===== src/rtl/fetch_seq_ctrl_if.sv =====
// ---------------------------------------------------------------------------
// fetch_seq_ctrl_if
// Bundle of the fetch-sequencing signals exchanged between the pipeline and
// the fetch sequencing controller.
//
//   Pipeline -> controller:
//     ins[23:0]              instruction presented by the PCIM fetch stage
//     ex_branch_taken        execute stage resolved a taken branch
//     ex_branch_target[7:0]  target of that branch
//     ext_hold               multi-cycle unit busy, freeze fetch
//   Controller -> pipeline:
//     pc_mux_sel             1 = PC loads jmp_loc at the next edge
//     jmp_loc[7:0]           redirect address (0 when not redirecting)
//     Stall / Stall_pm       freeze PC / instruction-memory output register
//     flush                  squash the IF/ID instruction
//     bubble                 insert a NOP into ID/EX
//     ctrl_state[1:0]        FSM state (RUN=0, FLUSH=1, LU=2, HOLD=3)
//     stall_cnt[15:0]        saturating count of stalled cycles
//
// master = pipeline side, slave = controller side.
// ---------------------------------------------------------------------------
interface fetch_seq_ctrl_if;
   logic [23:0] ins;
   logic        ex_branch_taken;
   logic [7:0]  ex_branch_target;
   logic        ext_hold;
   logic        pc_mux_sel;
   logic [7:0]  jmp_loc;
   logic        Stall;
   logic        Stall_pm;
   logic        flush;
   logic        bubble;
   logic [1:0]  ctrl_state;
   logic [15:0] stall_cnt;

   modport master (
      output ins, ex_branch_taken, ex_branch_target, ext_hold,
      input  pc_mux_sel, jmp_loc, Stall, Stall_pm, flush, bubble,
             ctrl_state, stall_cnt
   );

   modport slave (
      input  ins, ex_branch_taken, ex_branch_target, ext_hold,
      output pc_mux_sel, jmp_loc, Stall, Stall_pm, flush, bubble,
             ctrl_state, stall_cnt
   );
endinterface


===== src/rtl/fetch_seq_ctrl.sv =====
// ---------------------------------------------------------------------------
// fetch_seq_ctrl
// Fetch sequencing controller: decides every cycle whether the PC advances
// sequentially, is redirected (taken branch or JMP), or is frozen (external
// hold or load-use hazard), and produces the matching flush/bubble controls.
//
// Ports:
//   clk    single clock, all state updates on its rising edge
//   reset  asynchronous, active-high; clears all state and forces all
//          outputs to 0 while asserted
//   bus    fetch_seq_ctrl_if.slave (see interface header for signal list)
//
// Registered: FSM state, pending branch (flag + target), load tracker
// (prev_ld, prev_rd) and stall_cnt. Every other output is combinational
// from those registers and the current inputs.
//
// Per-cycle priority: reset > ext_hold > branch (live or pending) >
// JMP decode > load-use.
// ---------------------------------------------------------------------------
module fetch_seq_ctrl #(
   parameter logic [4:0] OP_JMP = 5'b11000,
   parameter logic [4:0] OP_LD  = 5'b10100
) (
   input logic               clk,
   input logic               reset,
   fetch_seq_ctrl_if.slave   bus
);

   typedef enum logic [1:0] {
      ST_RUN   = 2'd0,
      ST_FLUSH = 2'd1,
      ST_LU    = 2'd2,
      ST_HOLD  = 2'd3
   } state_t;

   // Instruction field extraction
   function automatic logic [4:0] f_opcode(input logic [23:0] i);
      f_opcode = i[23:19];
   endfunction

   function automatic logic [4:0] f_rd(input logic [23:0] i);
      f_rd = i[18:14];
   endfunction

   // Load-use hazard: preceding load writes a non-zero register that the
   // current instruction reads through rs1 or rs2.
   function automatic logic f_load_use(input logic        ld,
                                       input logic [4:0]  rd,
                                       input logic [23:0] i);
      f_load_use = ld && (rd != 5'd0) &&
                   ((rd == i[13:9]) || (rd == i[8:4]));
   endfunction

   // Registered state
   state_t      state_r;
   logic        pend_r;
   logic [7:0]  pend_tgt_r;
   logic        prev_ld_r;
   logic [4:0]  prev_rd_r;
   logic [15:0] stall_cnt_r;

   // Next-state and combinational outputs
   state_t      state_nxt_s;
   logic        pend_nxt_s;
   logic [7:0]  pend_tgt_nxt_s;
   logic        prev_ld_nxt_s;
   logic [4:0]  prev_rd_nxt_s;
   logic        pc_mux_sel_s;
   logic [7:0]  jmp_loc_s;
   logic        stall_s;
   logic        stall_pm_s;
   logic        flush_s;
   logic        bubble_s;
   logic [7:0]  branch_tgt_s;

   // A live branch is newer than anything pending, so it wins the target.
   assign branch_tgt_s = bus.ex_branch_taken ? bus.ex_branch_target : pend_tgt_r;

   // Per-cycle sequencing decision in priority order
   always_comb begin
      state_nxt_s    = ST_RUN;
      pend_nxt_s     = pend_r;
      pend_tgt_nxt_s = pend_tgt_r;
      prev_ld_nxt_s  = prev_ld_r;
      prev_rd_nxt_s  = prev_rd_r;
      pc_mux_sel_s   = 1'b0;
      jmp_loc_s      = 8'h00;
      stall_s        = 1'b0;
      stall_pm_s     = 1'b0;
      flush_s        = 1'b0;
      bubble_s       = 1'b0;

      if (reset) begin
         // Outputs stay 0 while reset is high; registers are cleared
         // asynchronously so the next-state values are irrelevant here.
         state_nxt_s = ST_RUN;
      end else if (bus.ext_hold) begin
         // Freeze fetch; a branch resolved meanwhile is parked until release.
         stall_s     = 1'b1;
         stall_pm_s  = 1'b1;
         state_nxt_s = ST_HOLD;
         if (bus.ex_branch_taken) begin
            pend_nxt_s     = 1'b1;
            pend_tgt_nxt_s = bus.ex_branch_target;
         end else begin
            pend_nxt_s = pend_r;
         end
      end else if (bus.ex_branch_taken || pend_r) begin
         // Redirect and squash the wrong-path instruction right away.
         pc_mux_sel_s  = 1'b1;
         jmp_loc_s     = branch_tgt_s;
         flush_s       = 1'b1;
         pend_nxt_s    = 1'b0;
         prev_ld_nxt_s = 1'b0;
         state_nxt_s   = ST_FLUSH;
      end else if (state_r == ST_FLUSH) begin
         // The instruction in IF/ID is on the wrong path: squash it and do
         // not decode it (no JMP, no load tracking).
         flush_s     = 1'b1;
         state_nxt_s = ST_RUN;
      end else begin
         // RUN, LU, or first cycle after HOLD: normal decode.
         if (f_opcode(bus.ins) == OP_JMP) begin
            pc_mux_sel_s  = 1'b1;
            jmp_loc_s     = bus.ins[7:0];
            prev_ld_nxt_s = 1'b0;
            prev_rd_nxt_s = f_rd(bus.ins);
            state_nxt_s   = ST_FLUSH;
         end else if (f_load_use(prev_ld_r, prev_rd_r, bus.ins)) begin
            // Clearing prev_ld keeps the held instruction from stalling twice.
            stall_s       = 1'b1;
            stall_pm_s    = 1'b1;
            bubble_s      = 1'b1;
            prev_ld_nxt_s = 1'b0;
            state_nxt_s   = ST_LU;
         end else begin
            prev_ld_nxt_s = (f_opcode(bus.ins) == OP_LD);
            prev_rd_nxt_s = f_rd(bus.ins);
            state_nxt_s   = ST_RUN;
         end
      end
   end

   // State, pending branch, load tracker and stall counter registers
   always_ff @(posedge clk or posedge reset) begin
      if (reset) begin
         state_r     <= ST_RUN;
         pend_r      <= 1'b0;
         pend_tgt_r  <= 8'h00;
         prev_ld_r   <= 1'b0;
         prev_rd_r   <= 5'd0;
         stall_cnt_r <= 16'h0000;
      end else begin
         state_r    <= state_nxt_s;
         pend_r     <= pend_nxt_s;
         pend_tgt_r <= pend_tgt_nxt_s;
         prev_ld_r  <= prev_ld_nxt_s;
         prev_rd_r  <= prev_rd_nxt_s;
         if (stall_s && (stall_cnt_r != 16'hFFFF)) begin
            stall_cnt_r <= stall_cnt_r + 16'd1;
         end else begin
            stall_cnt_r <= stall_cnt_r;
         end
      end
   end

   assign bus.pc_mux_sel = pc_mux_sel_s;
   assign bus.jmp_loc    = jmp_loc_s;
   assign bus.Stall      = stall_s;
   assign bus.Stall_pm   = stall_pm_s;
   assign bus.flush      = flush_s;
   assign bus.bubble     = bubble_s;
   assign bus.ctrl_state = state_r;
   assign bus.stall_cnt  = stall_cnt_r;

endmodule

===== src/flat_wrapper.sv =====
// flat-port wrapper written by rule: the top's interface ports become plain ports
module fetch_seq_ctrl_flat 
#(
   parameter logic [4:0] OP_JMP = 5'b11000,
   parameter logic [4:0] OP_LD  = 5'b10100
)
  (clk, reset, bus_ins, bus_ex_branch_taken, bus_ex_branch_target, bus_ext_hold, bus_pc_mux_sel, bus_jmp_loc, bus_Stall, bus_Stall_pm, bus_flush, bus_bubble, bus_ctrl_state, bus_stall_cnt);
  fetch_seq_ctrl_if bus_i ();
  input logic clk;
  input logic reset;
  input wire logic [$bits(bus_i.ins)-1:0] bus_ins;
  input wire logic [$bits(bus_i.ex_branch_taken)-1:0] bus_ex_branch_taken;
  input wire logic [$bits(bus_i.ex_branch_target)-1:0] bus_ex_branch_target;
  input wire logic [$bits(bus_i.ext_hold)-1:0] bus_ext_hold;
  output wire logic [$bits(bus_i.pc_mux_sel)-1:0] bus_pc_mux_sel;
  output wire logic [$bits(bus_i.jmp_loc)-1:0] bus_jmp_loc;
  output wire logic [$bits(bus_i.Stall)-1:0] bus_Stall;
  output wire logic [$bits(bus_i.Stall_pm)-1:0] bus_Stall_pm;
  output wire logic [$bits(bus_i.flush)-1:0] bus_flush;
  output wire logic [$bits(bus_i.bubble)-1:0] bus_bubble;
  output wire logic [$bits(bus_i.ctrl_state)-1:0] bus_ctrl_state;
  output wire logic [$bits(bus_i.stall_cnt)-1:0] bus_stall_cnt;
  assign bus_i.ins = bus_ins;
  assign bus_i.ex_branch_taken = bus_ex_branch_taken;
  assign bus_i.ex_branch_target = bus_ex_branch_target;
  assign bus_i.ext_hold = bus_ext_hold;
  assign bus_pc_mux_sel = bus_i.pc_mux_sel;
  assign bus_jmp_loc = bus_i.jmp_loc;
  assign bus_Stall = bus_i.Stall;
  assign bus_Stall_pm = bus_i.Stall_pm;
  assign bus_flush = bus_i.flush;
  assign bus_bubble = bus_i.bubble;
  assign bus_ctrl_state = bus_i.ctrl_state;
  assign bus_stall_cnt = bus_i.stall_cnt;
  fetch_seq_ctrl #(.OP_JMP(OP_JMP), .OP_LD(OP_LD)) u_core (.clk(clk), .reset(reset), .bus(bus_i));
endmodule

===== config.mk =====
export PLATFORM = sky130hd
export DESIGN_NAME = fetch_seq_ctrl_flat
export DESIGN_NICKNAME = d
export VERILOG_FILES = /design/src/rtl/fetch_seq_ctrl_if.sv /design/src/rtl/fetch_seq_ctrl.sv /design/src/flat_wrapper.sv
export SDC_FILE = /design/constraint.sdc
export NUM_CORES = 1
export LEC_CHECK = 0
export ABC_AREA = 1
export ABC_CLOCK_PERIOD_IN_PS = 6200
export CORE_UTILIZATION = 50
export CTS_CLUSTER_DIAMETER = 50
export DETAILED_ROUTE_END_ITERATION = 7
export PLACE_DENSITY = 0.95
export SLEW_MARGIN = 20
export SYNTH_ARGS = -nofsm -noshare
export SYNTH_HDL_FRONTEND = slang
export SYNTH_SLANG_ARGS = --single-unit

===== constraint.sdc =====
create_clock -name clk -period 6.2 [get_ports clk]
set_input_delay 1.86 -clock clk [delete_from_list [all_inputs] [get_ports clk]]
set_output_delay 1.86 -clock clk [all_outputs]
set_load 0.01 [all_outputs]

==> results_dict.tcl <==
set metrics [dict create \
    status "finished, final reports clean" \
    place.gp.congestion 0.930 \
    yosysSeqAreaShare_pct 39.0 \
    vias_per_cell 5.10 \
    clock.fmax_mhz 172 \
    fp-row-count 23 \
    grt_pass1_wl_microns 8190 \
    clk_pin_slew_ns 0.07 \
    fp.dieH_microns 67.1 \
    drtIter0Drc 114 \
    start_util_pct 52.5 \
    ys_top_cells_by_area "dfrtp_1 (39%), nand2_1 (18%), inv_1 (7.3%)" \
    avgRoutedWirePerCell_microns 12.1 \
    setup-violations-final 0 \
    grtUsageTotal_pct 24.5 \
    drtPass1Iterations 4 \
    htree_levels 2 \
    worstSetupPathType "in -> out" \
    slew_viol_final 0 \
    grt_pass1_vias 1984 \
    r2r-start "u_core.bus.stall_cnt[0]$_DFFE_PP0P_" \
    synth_edf_count 0 \
    totalWireLength_microns 5160 \
    skew_ns 0.00623 \
    dieArea_sq_mm 0.00450 \
    endpoint_kind "output port" \
    ant_nets 0 \
    pre_cts_slack_ns 0.429 \
    cts_buffer_depth 2 \
    postSynthAreaPerCell_sq_um 6.87 \
    ys_seq_elements 33 \
    timing.setup.tns_ns 0 \
    worstSetupStartpoint "bus_ins[20]" \
    setup_ws_ns 0.398 \
    hold_path.class "reg -> reg" \
    cts_tree "yes" \
    final_min_period_over_clock_period_pct 93.6 \
    insertedDiodeCount 0 \
    yosys.cell_count.top_type "nand2_1" \
    cts_resized 0 \
    cap_viol_max_count 0 \
    rrSetupSlack_ns 4.27 \
    reg2reg_depth 9 \
    nFillCells 338 \
    cp_max_fo 5 \
    cts_root_buf "clkbuf_8" \
    cp.required_ns 4.34 \
    die_w_microns 67.1 \
    clock_latency_ns 0.29 \
    critPathCapture "bus_jmp_loc[5]" \
    async_reset_ff_share_pct 100 \
    synth_ff_type "dfrtp_1" \
    fin_util_pct 72.9 \
    numPortBuffers 66 \
    synth_common_cells "nand2_1 (100), inv_1 (41), dfrtp_1 (33)" \
    syn_inst 308 \
    yosys.area.top_type "dfrtp_1" \
    worstMarginPinSlew_ns 0.431 \
    ir_drop_v 0.000255 \
    clkSinkCount 33 \
    hpwl_microns 3800 \
    final.min_clock_period_ns 5.80 \
    antenna_found_initial 0 \
    syn_area_sq_mm 0.00212 \
    yosysWarnings 0 \
    ioPinCount 67 \
    layout.nets 414 \
    synth.net_count 345 \
    area_growth_syn_to_layout_pct 38.9 \
    drc 0 \
    ys_types 26 \
    fp.coreArea_sq_mm 0.00403 \
    vias 2181 \
    start_kind "primary input" \
    rsz0062_at_grt "no" \
    post_cts.repair.setup_buffers 0 \
    powerDensity_mw_per_mm2 226 \
    grt_max_degree 35 \
    slew_headroom_pct 71.2 \
    finalHoldViolCount 0 \
    cts_buffers 5 \
    rr_endpoint "u_core.bus.stall_cnt[3]$_DFFE_PP0P_" \
    cp.arrival_ns 3.94 \
    synth_top_area_share_pct 39.0 \
    leakagePower_nw 1.39 \
    grt_remaining_overflow 0 \
    drive_gt1_share_pct 5.82 \
    cts.hold.buffers_added 0 \
]
==> power breakdown <==
group	internal, mW	leakage, nW	total, mW	switching [mW]
sequential	0.246	0.421	0.276	0.0293
combinational	0.0877	0.915	0.181	0.0928
clock	0.131	0.0585	0.208	0.0769
total	0.465	1.39	0.664	0.199
==> worst min path at each step <==
stage                                 start                      endpoint  slack (ns)  cells past startpoint
2_1_floorplan     u_core.pend_r$_DFFE_PP0P_     u_core.pend_r$_DFFE_PP0P_        0.48                      2
3_3_place_gp   u_core.prev_ld_r$_DFFE_PP0P_  u_core.prev_ld_r$_DFFE_PP0P_        0.51                      2
3_5_place_dp   u_core.prev_ld_r$_DFFE_PP0P_  u_core.prev_ld_r$_DFFE_PP0P_        0.53                      2
4_1_cts        u_core.prev_ld_r$_DFFE_PP0P_  u_core.prev_ld_r$_DFFE_PP0P_        0.53                      2
5_1_grt        u_core.prev_ld_r$_DFFE_PP0P_  u_core.prev_ld_r$_DFFE_PP0P_        0.54                      2
6_report       u_core.prev_ld_r$_DFFE_PP0P_  u_core.prev_ld_r$_DFFE_PP0P_        0.54                      2
==> cells by family after synthesis <==
| logic type | count (synthesis) | share of synthesized area (%) |
|---|---|---|
| compound gates | 36 | 8.69 |
| xor+xnor | 15 | 6.21 |
| fa+ha+maj | 1 | 0.591 |
| buf+inv | 49 | 9.52 |
| flops | 33 | 39.0 |
| simple gates | 174 | 36.0 |
==> flip-flops by register name (all words and copies together), names as in the netlist <==
name / cells
u_core.prev_ld_r: 1
u_core.pend_tgt_r: 8
u_core.prev_rd_r: 5
u_core.bus.stall_cnt: 16
u_core.pend_r: 1
u_core.bus.ctrl_state: 2
==> stage by stage <==
stage | instances | hold WS, ns | area, sq um | power, mW
after floorplan | 308 | 0.482 | 2120 | 0.374
after global placement | 420 | 0.510 | 2820 | 0.451
after detailed placement | 420 | 0.525 | 2820 | 0.459
after CTS | 428 | 0.534 | 2940 | 0.669
after global routing | 428 | 0.544 | 2940 | 0.703
final | 428 | 0.538 | 2940 | 0.664
==> per-layer routing <==
layer  up-vias  global-route usage (%)  part of all wire, %
met5         -                       0                    0
met4         0                    8.51                  1.2
met3         8                    5.99                  7.1
met2        60                    44.5                   50
met1      1011                    27.3                   42
li1       1102                       -                    -
==> cell type report <==
cell class / count / area (sq um) / area share [%]
clock buffers: 7 / 86.3 / 2.94
clock inverters: 1 / 30.0 / 1.02
inverters: 41 / 154 / 5.24
multi-input cells: 226 / 1090 / 37.1
flip-flops and latches: 33 / 826 / 28.1
well taps: 50 / 62.6 / 2.13
repair buffers: 70 / 691 / 23.5
==> placed cells by master (no fill, tap or decap) <==
cell type / n
nand2_1: 100
clkdlybuf4s50_1: 66
inv_1: 41
dfrtp_1: 33
nand3_1: 26
nor2_1: 25
o21ai_0: 18
a21oi_1: 17
xor2_1: 10
nor3_1: 7
clkbuf_8: 6
xnor2_1: 5
or2_2: 4
buf_4: 4
nand4_1: 3
nand2_2: 2
nor2_2: 1
nor3_2: 1
nor2_4: 1
nand3_4: 1
nand2_4: 1
nor4_1: 1
nand3b_1: 1
o2bb2ai_1: 1
ha_1: 1
bufinv_16: 1
clkbuf_1: 1
==> worst max-delay path, stage by stage <==
cell and delay [ns]:
clkdlybuf4s50_1 0.43, nor3_1 0.19, nand3_1 0.17, or2_2 0.33, or2_2 0.28, a21oi_1 0.14
clkdlybuf4s50_1 0.55
Power figures use the tool's default switching activity.
